File: src/rtl/ysyx_22040386_mem_arbiter_if.sv
// ysyx_22040386_mem_arbiter_if: pipeline (IF/MEM) and shared-memory signals of the memory arbiter.
interface ysyx_22040386_mem_arbiter_if #(
    parameter int ADDR_W = 64,
    parameter int DATA_W = 64
);
    logic                i_ARB_if_req_valid;
    logic [ADDR_W-1:0]   i_ARB_if_addr;
    logic                o_ARB_if_req_ready;
    logic                o_ARB_if_resp_valid;
    logic [DATA_W-1:0]   o_ARB_if_rdata;
    logic                i_ARB_mem_req_valid;
    logic                i_ARB_mem_wen;
    logic [ADDR_W-1:0]   i_ARB_mem_addr;
    logic [DATA_W-1:0]   i_ARB_mem_wdata;
    logic [DATA_W/8-1:0] i_ARB_mem_wmask;
    logic                o_ARB_mem_req_ready;
    logic                o_ARB_mem_resp_valid;
    logic [DATA_W-1:0]   o_ARB_mem_rdata;
    logic                i_ARB_flush;
    logic                o_ARB_bus_valid;
    logic                i_ARB_bus_ready;
    logic                o_ARB_bus_wen;
    logic [ADDR_W-1:0]   o_ARB_bus_addr;
    logic [DATA_W-1:0]   o_ARB_bus_wdata;
    logic [DATA_W/8-1:0] o_ARB_bus_wmask;
    logic                i_ARB_bus_resp_valid;
    logic [DATA_W-1:0]   i_ARB_bus_rdata;
    logic                o_ARB_busy;

    modport slave (
        input  i_ARB_if_req_valid, i_ARB_if_addr,
        output o_ARB_if_req_ready, o_ARB_if_resp_valid, o_ARB_if_rdata,
        input  i_ARB_mem_req_valid, i_ARB_mem_wen, i_ARB_mem_addr, i_ARB_mem_wdata, i_ARB_mem_wmask,
        output o_ARB_mem_req_ready, o_ARB_mem_resp_valid, o_ARB_mem_rdata,
        input  i_ARB_flush,
        output o_ARB_bus_valid, o_ARB_bus_wen, o_ARB_bus_addr, o_ARB_bus_wdata, o_ARB_bus_wmask,
        input  i_ARB_bus_ready, i_ARB_bus_resp_valid, i_ARB_bus_rdata,
        output o_ARB_busy
    );

    modport master (
        output i_ARB_if_req_valid, i_ARB_if_addr,
        input  o_ARB_if_req_ready, o_ARB_if_resp_valid, o_ARB_if_rdata,
        output i_ARB_mem_req_valid, i_ARB_mem_wen, i_ARB_mem_addr, i_ARB_mem_wdata, i_ARB_mem_wmask,
        input  o_ARB_mem_req_ready, o_ARB_mem_resp_valid, o_ARB_mem_rdata,
        output i_ARB_flush,
        input  o_ARB_bus_valid, o_ARB_bus_wen, o_ARB_bus_addr, o_ARB_bus_wdata, o_ARB_bus_wmask,
        output i_ARB_bus_ready, i_ARB_bus_resp_valid, i_ARB_bus_rdata,
        input  o_ARB_busy
    );
endinterface

File: src/rtl/ysyx_22040386_mem_arbiter.sv
// ysyx_22040386_mem_arbiter: single-outstanding IF/MEM arbiter onto one memory port, MEM has priority.
// Define ARB_STARVE_GUARD_EN to force an IF grant after STARVE_MAX consecutive MEM grants.
module ysyx_22040386_mem_arbiter #(
    parameter int ADDR_W     = 64,
    parameter int DATA_W     = 64,
    parameter int STARVE_MAX = 4
) (
    input logic                       i_ARB_clk,
    input logic                       i_ARB_rst,
    ysyx_22040386_mem_arbiter_if.slave arb
);
    localparam logic [1:0] S_IDLE = 2'd0, S_REQ = 2'd1, S_WAIT = 2'd2, S_RESP = 2'd3;
    localparam logic [1:0] O_NONE = 2'd0, O_IF = 2'd1, O_MEM = 2'd2;

    logic [1:0]          state, state_nxt, owner;
    logic                drop, req_wen;
    logic [ADDR_W-1:0]   req_addr;
    logic [DATA_W-1:0]   req_wdata, if_rdata, mem_rdata;
    logic [DATA_W/8-1:0] req_wmask;
    logic                idle, arb_en, if_ok, force_if, mem_gnt, if_gnt, resp_hit;

    assign idle     = state == S_IDLE;
    assign arb_en   = idle && !i_ARB_rst;
    assign if_ok    = arb.i_ARB_if_req_valid && !arb.i_ARB_flush;
    assign mem_gnt  = arb_en && arb.i_ARB_mem_req_valid && !(force_if && if_ok);
    assign if_gnt   = arb_en && if_ok && !mem_gnt;
    // A response may arrive together with bus_ready, skipping WAIT.
    assign resp_hit = arb.i_ARB_bus_resp_valid &&
                      (state == S_WAIT || (state == S_REQ && arb.i_ARB_bus_ready));

`ifdef ARB_STARVE_GUARD_EN
    localparam int CNT_W = (STARVE_MAX < 8) ? 3 : $clog2(STARVE_MAX + 1);
    logic [CNT_W-1:0] starve_cnt;
    assign force_if = starve_cnt >= CNT_W'(STARVE_MAX);
    always_ff @(posedge i_ARB_clk)
        if (i_ARB_rst || if_gnt)
            starve_cnt <= '0;
        else if (mem_gnt && arb.i_ARB_if_req_valid && !force_if)
            starve_cnt <= starve_cnt + 1'b1;
`else
    assign force_if = STARVE_MAX < 0;
`endif

    always_comb
        state_nxt = idle             ? ((mem_gnt || if_gnt) ? S_REQ : S_IDLE)
                  : state == S_REQ   ? (arb.i_ARB_bus_ready ? (resp_hit ? S_RESP : S_WAIT) : S_REQ)
                  : state == S_WAIT  ? (resp_hit ? S_RESP : S_WAIT)
                  : S_IDLE;

    always_ff @(posedge i_ARB_clk) begin
        if (i_ARB_rst) begin
            state     <= S_IDLE;
            owner     <= O_NONE;
            drop      <= 1'b0;
            req_wen   <= 1'b0;
            req_addr  <= '0;
            req_wdata <= '0;
            req_wmask <= '0;
            if_rdata  <= '0;
            mem_rdata <= '0;
        end else begin
            state <= state_nxt;
            owner <= mem_gnt ? O_MEM : if_gnt ? O_IF : (state == S_RESP) ? O_NONE : owner;
            // Drop is sticky through REQ/WAIT and falls away as RESP returns to IDLE.
            drop  <= (state == S_REQ || state == S_WAIT) && owner == O_IF && (drop || arb.i_ARB_flush);
            if (mem_gnt) begin
                req_wen   <= arb.i_ARB_mem_wen;
                req_addr  <= arb.i_ARB_mem_addr;
                req_wdata <= arb.i_ARB_mem_wdata;
                req_wmask <= arb.i_ARB_mem_wen ? arb.i_ARB_mem_wmask : '0;
            end else if (if_gnt) begin
                req_wen   <= 1'b0;
                req_addr  <= arb.i_ARB_if_addr;
                req_wdata <= '0;
                req_wmask <= '0;
            end
            if (resp_hit && owner == O_MEM)
                mem_rdata <= req_wen ? '0 : arb.i_ARB_bus_rdata;
            if (resp_hit && owner == O_IF && !drop && !arb.i_ARB_flush)
                if_rdata <= arb.i_ARB_bus_rdata;
        end
    end

    assign arb.o_ARB_mem_req_ready  = mem_gnt;
    assign arb.o_ARB_if_req_ready   = if_gnt;
    assign arb.o_ARB_bus_valid      = state == S_REQ;
    assign arb.o_ARB_bus_wen        = req_wen;
    assign arb.o_ARB_bus_addr       = req_addr;
    assign arb.o_ARB_bus_wdata      = req_wdata;
    assign arb.o_ARB_bus_wmask      = req_wmask;
    assign arb.o_ARB_if_resp_valid  = state == S_RESP && owner == O_IF && !drop;
    assign arb.o_ARB_mem_resp_valid = state == S_RESP && owner == O_MEM;
    assign arb.o_ARB_if_rdata       = if_rdata;
    assign arb.o_ARB_mem_rdata      = mem_rdata;
    assign arb.o_ARB_busy           = !idle;
endmodule

File: src/flat_wrapper.sv
// flat-port wrapper written by rule: the top's interface ports become plain ports
module ysyx_22040386_mem_arbiter_flat 
#(
    parameter int ADDR_W     = 64,
    parameter int DATA_W     = 64,
    parameter int STARVE_MAX = 4
)
  (i_ARB_clk, i_ARB_rst, arb_i_ARB_if_req_valid, arb_i_ARB_if_addr, arb_o_ARB_if_req_ready, arb_o_ARB_if_resp_valid, arb_o_ARB_if_rdata, arb_i_ARB_mem_req_valid, arb_i_ARB_mem_wen, arb_i_ARB_mem_addr, arb_i_ARB_mem_wdata, arb_i_ARB_mem_wmask, arb_o_ARB_mem_req_ready, arb_o_ARB_mem_resp_valid, arb_o_ARB_mem_rdata, arb_i_ARB_flush, arb_o_ARB_bus_valid, arb_o_ARB_bus_wen, arb_o_ARB_bus_addr, arb_o_ARB_bus_wdata, arb_o_ARB_bus_wmask, arb_i_ARB_bus_ready, arb_i_ARB_bus_resp_valid, arb_i_ARB_bus_rdata, arb_o_ARB_busy);
  ysyx_22040386_mem_arbiter_if #(.ADDR_W(ADDR_W), .DATA_W(DATA_W)) arb_i ();
  input logic i_ARB_clk;
  input logic i_ARB_rst;
  input wire logic [$bits(arb_i.i_ARB_if_req_valid)-1:0] arb_i_ARB_if_req_valid;
  input wire logic [$bits(arb_i.i_ARB_if_addr)-1:0] arb_i_ARB_if_addr;
  output wire logic [$bits(arb_i.o_ARB_if_req_ready)-1:0] arb_o_ARB_if_req_ready;
  output wire logic [$bits(arb_i.o_ARB_if_resp_valid)-1:0] arb_o_ARB_if_resp_valid;
  output wire logic [$bits(arb_i.o_ARB_if_rdata)-1:0] arb_o_ARB_if_rdata;
  input wire logic [$bits(arb_i.i_ARB_mem_req_valid)-1:0] arb_i_ARB_mem_req_valid;
  input wire logic [$bits(arb_i.i_ARB_mem_wen)-1:0] arb_i_ARB_mem_wen;
  input wire logic [$bits(arb_i.i_ARB_mem_addr)-1:0] arb_i_ARB_mem_addr;
  input wire logic [$bits(arb_i.i_ARB_mem_wdata)-1:0] arb_i_ARB_mem_wdata;
  input wire logic [$bits(arb_i.i_ARB_mem_wmask)-1:0] arb_i_ARB_mem_wmask;
  output wire logic [$bits(arb_i.o_ARB_mem_req_ready)-1:0] arb_o_ARB_mem_req_ready;
  output wire logic [$bits(arb_i.o_ARB_mem_resp_valid)-1:0] arb_o_ARB_mem_resp_valid;
  output wire logic [$bits(arb_i.o_ARB_mem_rdata)-1:0] arb_o_ARB_mem_rdata;
  input wire logic [$bits(arb_i.i_ARB_flush)-1:0] arb_i_ARB_flush;
  output wire logic [$bits(arb_i.o_ARB_bus_valid)-1:0] arb_o_ARB_bus_valid;
  output wire logic [$bits(arb_i.o_ARB_bus_wen)-1:0] arb_o_ARB_bus_wen;
  output wire logic [$bits(arb_i.o_ARB_bus_addr)-1:0] arb_o_ARB_bus_addr;
  output wire logic [$bits(arb_i.o_ARB_bus_wdata)-1:0] arb_o_ARB_bus_wdata;
  output wire logic [$bits(arb_i.o_ARB_bus_wmask)-1:0] arb_o_ARB_bus_wmask;
  input wire logic [$bits(arb_i.i_ARB_bus_ready)-1:0] arb_i_ARB_bus_ready;
  input wire logic [$bits(arb_i.i_ARB_bus_resp_valid)-1:0] arb_i_ARB_bus_resp_valid;
  input wire logic [$bits(arb_i.i_ARB_bus_rdata)-1:0] arb_i_ARB_bus_rdata;
  output wire logic [$bits(arb_i.o_ARB_busy)-1:0] arb_o_ARB_busy;
  assign arb_i.i_ARB_if_req_valid = arb_i_ARB_if_req_valid;
  assign arb_i.i_ARB_if_addr = arb_i_ARB_if_addr;
  assign arb_o_ARB_if_req_ready = arb_i.o_ARB_if_req_ready;
  assign arb_o_ARB_if_resp_valid = arb_i.o_ARB_if_resp_valid;
  assign arb_o_ARB_if_rdata = arb_i.o_ARB_if_rdata;
  assign arb_i.i_ARB_mem_req_valid = arb_i_ARB_mem_req_valid;
  assign arb_i.i_ARB_mem_wen = arb_i_ARB_mem_wen;
  assign arb_i.i_ARB_mem_addr = arb_i_ARB_mem_addr;
  assign arb_i.i_ARB_mem_wdata = arb_i_ARB_mem_wdata;
  assign arb_i.i_ARB_mem_wmask = arb_i_ARB_mem_wmask;
  assign arb_o_ARB_mem_req_ready = arb_i.o_ARB_mem_req_ready;
  assign arb_o_ARB_mem_resp_valid = arb_i.o_ARB_mem_resp_valid;
  assign arb_o_ARB_mem_rdata = arb_i.o_ARB_mem_rdata;
  assign arb_i.i_ARB_flush = arb_i_ARB_flush;
  assign arb_o_ARB_bus_valid = arb_i.o_ARB_bus_valid;
  assign arb_o_ARB_bus_wen = arb_i.o_ARB_bus_wen;
  assign arb_o_ARB_bus_addr = arb_i.o_ARB_bus_addr;
  assign arb_o_ARB_bus_wdata = arb_i.o_ARB_bus_wdata;
  assign arb_o_ARB_bus_wmask = arb_i.o_ARB_bus_wmask;
  assign arb_i.i_ARB_bus_ready = arb_i_ARB_bus_ready;
  assign arb_i.i_ARB_bus_resp_valid = arb_i_ARB_bus_resp_valid;
  assign arb_i.i_ARB_bus_rdata = arb_i_ARB_bus_rdata;
  assign arb_o_ARB_busy = arb_i.o_ARB_busy;
  ysyx_22040386_mem_arbiter #(.ADDR_W(ADDR_W), .DATA_W(DATA_W), .STARVE_MAX(STARVE_MAX)) u_core (.i_ARB_clk(i_ARB_clk), .i_ARB_rst(i_ARB_rst), .arb(arb_i));
endmodule
File: config.mk
export PLATFORM = sky130hd
export DESIGN_NAME = ysyx_22040386_mem_arbiter_flat
export DESIGN_NICKNAME = d
export VERILOG_FILES = /design/src/rtl/ysyx_22040386_mem_arbiter_if.sv /design/src/rtl/ysyx_22040386_mem_arbiter.sv /design/src/flat_wrapper.sv
export SDC_FILE = /design/constraint.sdc
export NUM_CORES = 1
export LEC_CHECK = 0
export BUFFER_PORTS_ARGS = -buffer_cell sky130_fd_sc_hd__buf_4
export CORE_AREA = 2 2 214 216
export DETAILED_ROUTE_END_ITERATION = 6
export DIE_AREA = 0 0 216 218
export SLEW_MARGIN = 20
export SYNTH_ARGS = -nofsm -noshare
export SYNTH_HDL_FRONTEND = slang
export SYNTH_SLANG_ARGS = --single-unit
File: constraint.sdc
create_clock -name i_ARB_clk -period 3.2 [get_ports i_ARB_clk]
set_input_delay 0.48 -clock i_ARB_clk [delete_from_list [all_inputs] [get_ports i_ARB_clk]]
set_output_delay 0.48 -clock i_ARB_clk [all_outputs]
set_load 0.1 [all_outputs]
==> results of run 1 <==
## state kept, by name, summed over array words and instances, names as in the netlist
signal / flops
u_core.arb.o_ARB_bus_addr: 64
u_core.arb.o_ARB_bus_wdata: 64
u_core.arb.o_ARB_bus_wen: 1
u_core.arb.o_ARB_bus_wmask: 8
u_core.arb.o_ARB_if_rdata: 64
u_core.arb.o_ARB_mem_rdata: 64
u_core.drop: 1
u_core.owner: 2
u_core.state: 2
## cell usage after synthesis
library cell and number:
nand2_1 195, mux2i_1 1, and3b_1 2, nor4_2 32, nand4bb_1 1, a31o_2 1, inv_2 1, buf_6 13
o21a_1 2, nor2_1 267, inv_1 5, and2_1 1, buf_4 7, a22oi_1 72, buf_12 6, nand3b_1 67
buf_1 2, ha_1 4, and4bb_2 3, nor2b_1 1, o21ai_0 2, nor2b_4 1, dfxtp_1 270, clkbuf_1 44
a21oi_2 60, o21ai_2 1, nor3_1 1, buf_2 28, nor4_1 32, a21oi_1 72, nor4b_2 1
## routing by layer
metal	part of all wire	GRT usage	vias up
met5	0.00033	0	-
met4	0.036	0.05776	2
li1	-	-	5005
met2	0.48	0.2643	385
met3	0.076	0.04589	75
met1	0.41	0.1887	4892
## layout by cell type, fill, tap and decap left out, drive strengths merged, types with 2 or more instances in the layout
master / netlist / routed
ha: 4 / 4
a22oi: 72 / 72
clkbuf: 44 / 44
o21ai: 3 / 3
nand3b: 67 / 67
nor4: 64 / 64
inv: 6 / 6
and4bb: 3 / 3
buf: 56 / 560
nand2: 195 / 195
dfxtp: 270 / 270
nor2: 267 / 267
and3b: 2 / 2
nor2b: 2 / 2
bufinv: 0 / 4
clkinv: 0 / 5
o21a: 2 / 2
a21oi: 132 / 132
## logic make-up after synthesis
| kind of cell | synth area share |
|---|---|
| flip-flops | 0.5129 |
| buffers and inverters | 0.06209 |
| multiplexers | 0.0009498 |
| adder cells (fa/ha/maj) | 0.004749 |
| AO/OA/AOI/OAI | 0.1394 |
| AND/OR/NAND/NOR | 0.2799 |
## worst register-to-register path: stages, from the launching register on
cell,delay [ns]
dfxtp_1,0.33
inv_1,0.08
ha_1,0.26
nor2b_4,0.24
nand2_1,0.13
inv_2,0.14
buf_4,0.59
a22oi_1,0.25
nor2_1,0.14
## power groups by stage
stage	Combinational, W	Sequential, W	Clock, W
after CTS	0.00170	0.00354	0.00378
after global routing	0.00177	0.00356	0.00392
after floorplan	0.000381	0.00437	0
after global placement	0.00169	0.00361	0
after detailed placement	0.00170	0.00361	0
final	0.00169	0.00355	0.00366
## metrics by stage
stage | std cells | power, W | utilization | hold slack (ns)
2_1_floorplan | 1195 | 0.004747 | - | 0.4618
3_3_place_gp | 2255 | 0.005298 | 0.3341 | 0.4386
3_5_place_dp | 2255 | 0.005313 | 0.3341 | 0.4455
4_1_cts | 2308 | 0.009023 | 0.3574 | 0.1192
5_1_grt | 2309 | 0.009246 | 0.3574 | 0.1393
6_report | 2309 | 0.008892 | 0.3574 | 0.1536
## cell type report
type	count	area, µm²	area share
clock buffer	44	894.6	0.05575
multi-input combinational	819	4508	0.2810
timing repair buffer	560	4312	0.2687
clock inverter	9	148.9	0.009279
tap	600	750.7	0.04679
sequential	270	5406	0.3369
antenna	1	2.502	0.0001560
inverter	6	22.52	0.001404
## how the worst min path moves through the flow
stage / startpoint / to / slack (ns)
CTS: arb_i_ARB_mem_wmask[0] / u_core.arb.o_ARB_bus_wmask[0]$_SDFFE_PP0P_ / 0.12
detailed placement: u_core.arb.o_ARB_mem_rdata[12]$_SDFFE_PP0P_ / u_core.arb.o_ARB_mem_rdata[12]$_SDFFE_PP0P_ / 0.45
floorplan: u_core.drop$_SDFF_PP0_ / u_core.drop$_SDFF_PP0_ / 0.46
global placement: u_core.arb.o_ARB_mem_rdata[37]$_SDFFE_PP0P_ / u_core.arb.o_ARB_mem_rdata[37]$_SDFFE_PP0P_ / 0.44
finish: arb_i_ARB_flush / u_core.drop$_SDFF_PP0_ / 0.15
global route: arb_i_ARB_mem_wmask[2] / u_core.arb.o_ARB_bus_wmask[2]$_SDFFE_PP0P_ / 0.14
==> flow_summary.json, run 1 <==
{
  "status": "finished, final reports clean",
  "h-tree-depth": 1,
  "clockBufferDepth": 3,
  "grt-ovfl-total": 0,
  "cts.sinks": 270,
  "synth_top_cell_area_share": 0.5129,
  "period_minus_slack_ns": 2.714,
  "cts_root_buffer": "clkbuf_16",
  "p_leak_nw": 6.709,
  "cts_buffers": 30,
  "fin_setup_tns_ns": 0,
  "drc": 0,
  "initial_core_util": 0.2348,
  "die_h_um": 218,
  "syn_to_final_growth_pct": 52.25,
  "slew_headroom": 0.4845,
  "syn_area_per_cell_um2": 8.819,
  "totalWireLength_mm": 39.01,
  "min_path_cells": 2,
  "vias": 10359,
  "finalMaxSlewViolations": 0,
  "layout-drive-gt1-share": 0.4169,
  "grt_pass1_wl_mm": 59.17,
  "fin_nets": 1963,
  "power.density_nw_per_um2": 554.2,
  "path_buf_inv": 3,
  "synth_fp_nets": 1471,
  "power_switching_share": 0.3020,
  "synth_top_area_cell": "dfxtp_1",
  "worst_ep_arrival_time_ns": 2.23,
  "synth_cells": 1195,
  "hold_violations": 0,
  "dieArea_um2": 47090,
  "viasPerCell": 4.486,
  "ios": 543,
  "rsz0062_at_grt": "false",
  "io_buffers": 542,
  "endpoint": "arb_o_ARB_if_req_ready",
  "finalSetupViolCount": 0,
  "design_area_um2": 16050,
  "ys_warn_count": 0,
  "combPwrFrac": 0.190,
  "synthDistinctLibCells": 31,
  "grt_max_degree": 123,
  "cp_top_family": "simple AND/OR/NAND/NOR gates",
  "r2r-start": "u_core.state[0]$_SDFF_PP0_",
  "end_kind": "primary output",
  "dp_hpwl_mm": 27.74,
  "grt_use_total": 0.1566,
  "drv_cap": 0,
  "ir_worst_vdd_v": 0.0003512,
  "wl_per_cell_um": 16.90,
  "row_count": 78,
  "cts_tree": "built",
  "fin_ws_ns": 0.4862,
  "seqPwrFrac": 0.399,
  "ys_ff_latch": 270,
  "fin_skew_ns": 0.01271,
  "cts_resized": 0,
  "clock_latency_ns": 0.57,
  "worst-setup-path-type": "flop to primary output",
  "fillers": 4702,
  "tightestPinTransition_ns": 0.7733,
  "drtAntennaViolNets": 0,
  "drt_iter0_markers": 510,
  "crit_chain": "inv_1, ha_1, nor2b_4, nand3b_1, inv_1, buf_4",
  "hp-class": "input port to flop",
  "p_clk_frac": 0.411,
  "internal_power_w": 0.006207,
  "max_freq_mhz": 368.5,
  "r2r-end": "u_core.arb.o_ARB_bus_wdata[6]$_SDFFE_PP0P_",
  "post-route-period-util": 0.8481,
  "max_stage_delay_ns": 0.33,
  "synth_area_leaders": "dfxtp_1, nor2_1, nand2_1, a22oi_1, a21oi_2",
  "grt_pass1_vias": 10291,
  "cts_setup_buffers": 0,
  "critPathMostFrequentCell": "inv_1",
  "gp_congestion": 0.8815,
  "path_max_fanout": 5,
  "die_w_um": 216,
  "post-place-ws_ns": 0.8800,
  "cts_hold_buf": 0,
  "dr.pass1.iters": 5,
  "synth_area_um2": 10540,
  "ys_seq_area_frac": 0.5129,
  "cp-startpoint": "u_core.state[0]$_SDFF_PP0_",
  "start_kind": "flop",
  "crit_slowest_cell": "dfxtp_1",
  "rrSetupSlack_ns": 0.96,
  "core_um2": 44890,
  "clkSlewWorstSetupHoldPaths_ns": 0.06,
  "cp.required_ns": 2.72,
  "r2r_cells": 8,
  "dpl_cell_area_um2": 15000,
  "grt_antenna_before_repair": 2,
  "netSwitchingPower_w": 0.002685,
  "cp_num_cells": 6
}
No activity file was read; power rests on OpenSTA's default activity.
==> run 2: changes to the inputs <==
--- a/config.mk
+++ b/config.mk
@@ -6,9 +6,9 @@
 export NUM_CORES = 1
 export LEC_CHECK = 0
 export BUFFER_PORTS_ARGS = -buffer_cell sky130_fd_sc_hd__buf_4
-export CORE_AREA = 2 2 214 216
+export CORE_AREA = 2 2 213 215
 export DETAILED_ROUTE_END_ITERATION = 6
-export DIE_AREA = 0 0 216 218
+export DIE_AREA = 0 0 215 217
 export SLEW_MARGIN = 20
 export SYNTH_ARGS = -nofsm -noshare
 export SYNTH_HDL_FRONTEND = slang
==> constraint.sdc (replaced) <==
create_clock -name i_ARB_clk -period 2.2 [get_ports i_ARB_clk]
set_input_delay 0.33 -clock i_ARB_clk [delete_from_list [all_inputs] [get_ports i_ARB_clk]]
set_output_delay 0.33 -clock i_ARB_clk [all_outputs]
set_load 0.1 [all_outputs]
==> run 2 against run 1 <==
Compared with the run above:
- final area is 4.9% higher
- combinational power is 54% higher
- register-to-register slack worse by 0.73 ns
- first-iteration DRC count is 13% higher
- via count is 2.3% higher
- non-clock buffer count is 78 higher
- power is 45% higher
- die area is 0.92% lower
- worst hold slack worse by 0.14 ns
- critical endpoint unchanged
==> flow_summary.json, run 2 (synthesized netlist as in run 1, its figures left out) <==
{
  "dieArea_um2": 46660,
  "dp_hpwl_mm": 27.18,
  "period_minus_slack_ns": 2.151,
  "wl_met3_mm": 2.903,
  "power.density_nw_per_um2": 764.2,
  "r2r_cells": 10,
  "worst_ep_arrival_time_ns": 1.82,
  "grt_pass1_wl_mm": 59.82,
  "p_clk_frac": 0.397,
  "hp-class": "input port to flop",
  "fin_ws_ns": 0.04930,
  "post-place-ws_ns": 0.2898,
  "cts.sinks": 270,
  "path_max_fanout": 4,
  "seqPwrFrac": 0.401,
  "drtAntennaViolNets": 0,
  "status": "finished, final reports clean",
  "cts_buffers": 30,
  "fin_nets": 2041,
  "core_um2": 44700,
  "layout_commonest_cell": "buf_4",
  "cts_root_buffer": "clkbuf_16",
  "hold_violations": 0,
  "drt_iter0_markers": 575,
  "drc": 0,
  "layout-drive-gt1-share": 0.4082,
  "wl_per_cell_um": 16.45,
  "rrSetupSlack_ns": 0.23,
  "die_h_um": 217,
  "grt_antenna_before_repair": 1,
  "tightestPinTransition_ns": 0.9177,
  "drv_cap": 0,
  "syn_to_final_growth_pct": 59.68,
  "worst-setup-path-type": "flop to primary output",
  "fin_skew_ns": 0.02807,
  "wl_met2_mm": 19.37,
  "die_w_um": 215,
  "max_freq_mhz": 465.0,
  "post-route-period-util": 0.9776,
  "finalSetupViolCount": 0,
  "topRoutingLayerUsed": "met4",
  "ios": 543,
  "viasPerCell": 4.448,
  "clkSlewWorstSetupHoldPaths_ns": 0.06,
  "totalWireLength_mm": 39.19,
  "dpl_cell_area_um2": 15070,
  "rsz0062_at_grt": "true",
  "grt_use_total": 0.1576,
  "finalMaxSlewViolations": 0,
  "io_buffers": 542,
  "power_switching_share": 0.3038,
  "grt_pass1_vias": 10594,
  "hp-start": "arb_i_ARB_mem_wdata[49]",
  "r2r-start": "u_core.state[0]$_SDFF_PP0_",
  "row_count": 78,
  "ir_worst_vdd_v": 0.0004663,
  "cts_tree": "built",
  "worst_hold_path.endpoint": "u_core.arb.o_ARB_bus_wdata[49]$_SDFFE_PP0P_",
  "internal_power_w": 0.008954,
  "slew_headroom": 0.3882,
  "end_kind": "primary output",
  "gp_congestion": 0.8798,
  "fillers": 4572,
  "start_kind": "flop",
  "multi_input_area_um2": 4523,
  "p_leak_nw": 7.027,
  "min_path_cells": 3,
  "final_cell_mix": "buf_4, nor2_1, dfxtp_1",
  "netSwitchingPower_w": 0.003907,
  "r2r-end": "u_core.arb.o_ARB_bus_wmask[3]$_SDFFE_PP0P_",
  "dr.pass1.iters": 5,
  "clock_latency_ns": 0.57,
  "cp.required_ns": 1.87,
  "grt-ovfl-total": 0,
  "clockBufferDepth": 3,
  "vias": 10595,
  "grt_max_degree": 134,
  "initial_core_util": 0.2358,
  "combPwrFrac": 0.202,
  "ff_latch_area_um2": 5409,
  "design_area_um2": 16830,
  "h-tree-depth": 1,
  "wl_met1_mm": 15.91
}
-- run 2: cell count changes in the layout (fill, tap and decap cells not counted), sizes merged --
cell / change
clkbuf: -3
clkinv: -1
dlygate4sd3: +67
buf: +11
bufinv: -1
-- run 2: area by class of cell --
| type | count | share of cell area |
|---|---|---|
| multi-input combinational | 819 | 0.2688 |
| antenna | 1 | 0.0001487 |
| clock buffer | 41 | 0.05190 |
| inverter | 6 | 0.001487 |
| clock inverter | 7 | 0.006543 |
| timing repair buffer | 638 | 0.3051 |
| sequential | 270 | 0.3214 |
| tap | 600 | 0.04461 |
-- run 2: worst max-delay path, cell delays in order (launching register included) --
cell	delay (ns)
dfxtp_2	0.32
inv_2	0.07
ha_4	0.13
nor2b_4	0.16
nand3b_1	0.23
inv_2	0.15
buf_12	0.18
-- run 2: stage by stage --
| step | hold WS (ns) | utilization | setup TNS, ns | instances | total power, W |
|---|---|---|---|---|---|
| floorplan | 0.4539 | - | 0 | 1195 | 0.006906 |
| global placement | 0.4389 | 0.3373 | 0 | 2258 | 0.007720 |
| detailed placement | 0.4439 | 0.3373 | 0 | 2258 | 0.007736 |
| CTS | 0.00006528 | 0.3759 | -0.02468 | 2378 | 0.01299 |
| global route | 0.01189 | 0.3764 | -0.04805 | 2381 | 0.01330 |
| finish | 0.01411 | 0.3765 | 0 | 2382 | 0.01286 |
-- run 2: routing by layer --
metal | global-route usage | up-vias
met5 | 0 | -
met4 | 0.04805 | 0
met3 | 0.04011 | 61
met2 | 0.2795 | 417
met1 | 0.1868 | 4971
li1 | - | 5146
-- run 2: repair_timing --
item                                    CTS  global route
gates resized for setup                  13             0
endpoints found under the setup margin    2             1
pin swaps                                 1             1
buffers inserted                          5             3
endpoints found under the hold margin    71             0
hold buffers                             67             0
-- run 2: worst max path at each step --
stage / startpoint / to / slack, ns / depth (start not counted)
after floorplan: u_core.state[0]$_SDFF_PP0_ / arb_o_ARB_if_req_ready / 0.05 / 7
after global placement: arb_i_ARB_flush / arb_o_ARB_if_req_ready / 0.31 / 5
after detailed placement: arb_i_ARB_flush / arb_o_ARB_if_req_ready / 0.29 / 5
after CTS: u_core.state[1]$_SDFF_PP0_ / arb_o_ARB_if_req_ready / -0.02 / 6
after global routing: u_core.state[1]$_SDFF_PP0_ / arb_o_ARB_if_req_ready / -0.04 / 6
final: u_core.state[0]$_SDFF_PP0_ / arb_o_ARB_if_req_ready / 0.05 / 6
-- run 2: power by group through the flow --
| stage | Sequential, W | Clock [W] | Combinational (W) |
|---|---|---|---|
| 2_1_floorplan | 0.00635 | 0 | 0.000554 |
| 3_3_place_gp | 0.00525 | 0 | 0.00247 |
| 3_5_place_dp | 0.00525 | 0 | 0.00248 |
| 4_1_cts | 0.00515 | 0.00524 | 0.00260 |
| 5_1_grt | 0.00517 | 0.00542 | 0.00272 |
| 6_report | 0.00515 | 0.00511 | 0.00260 |
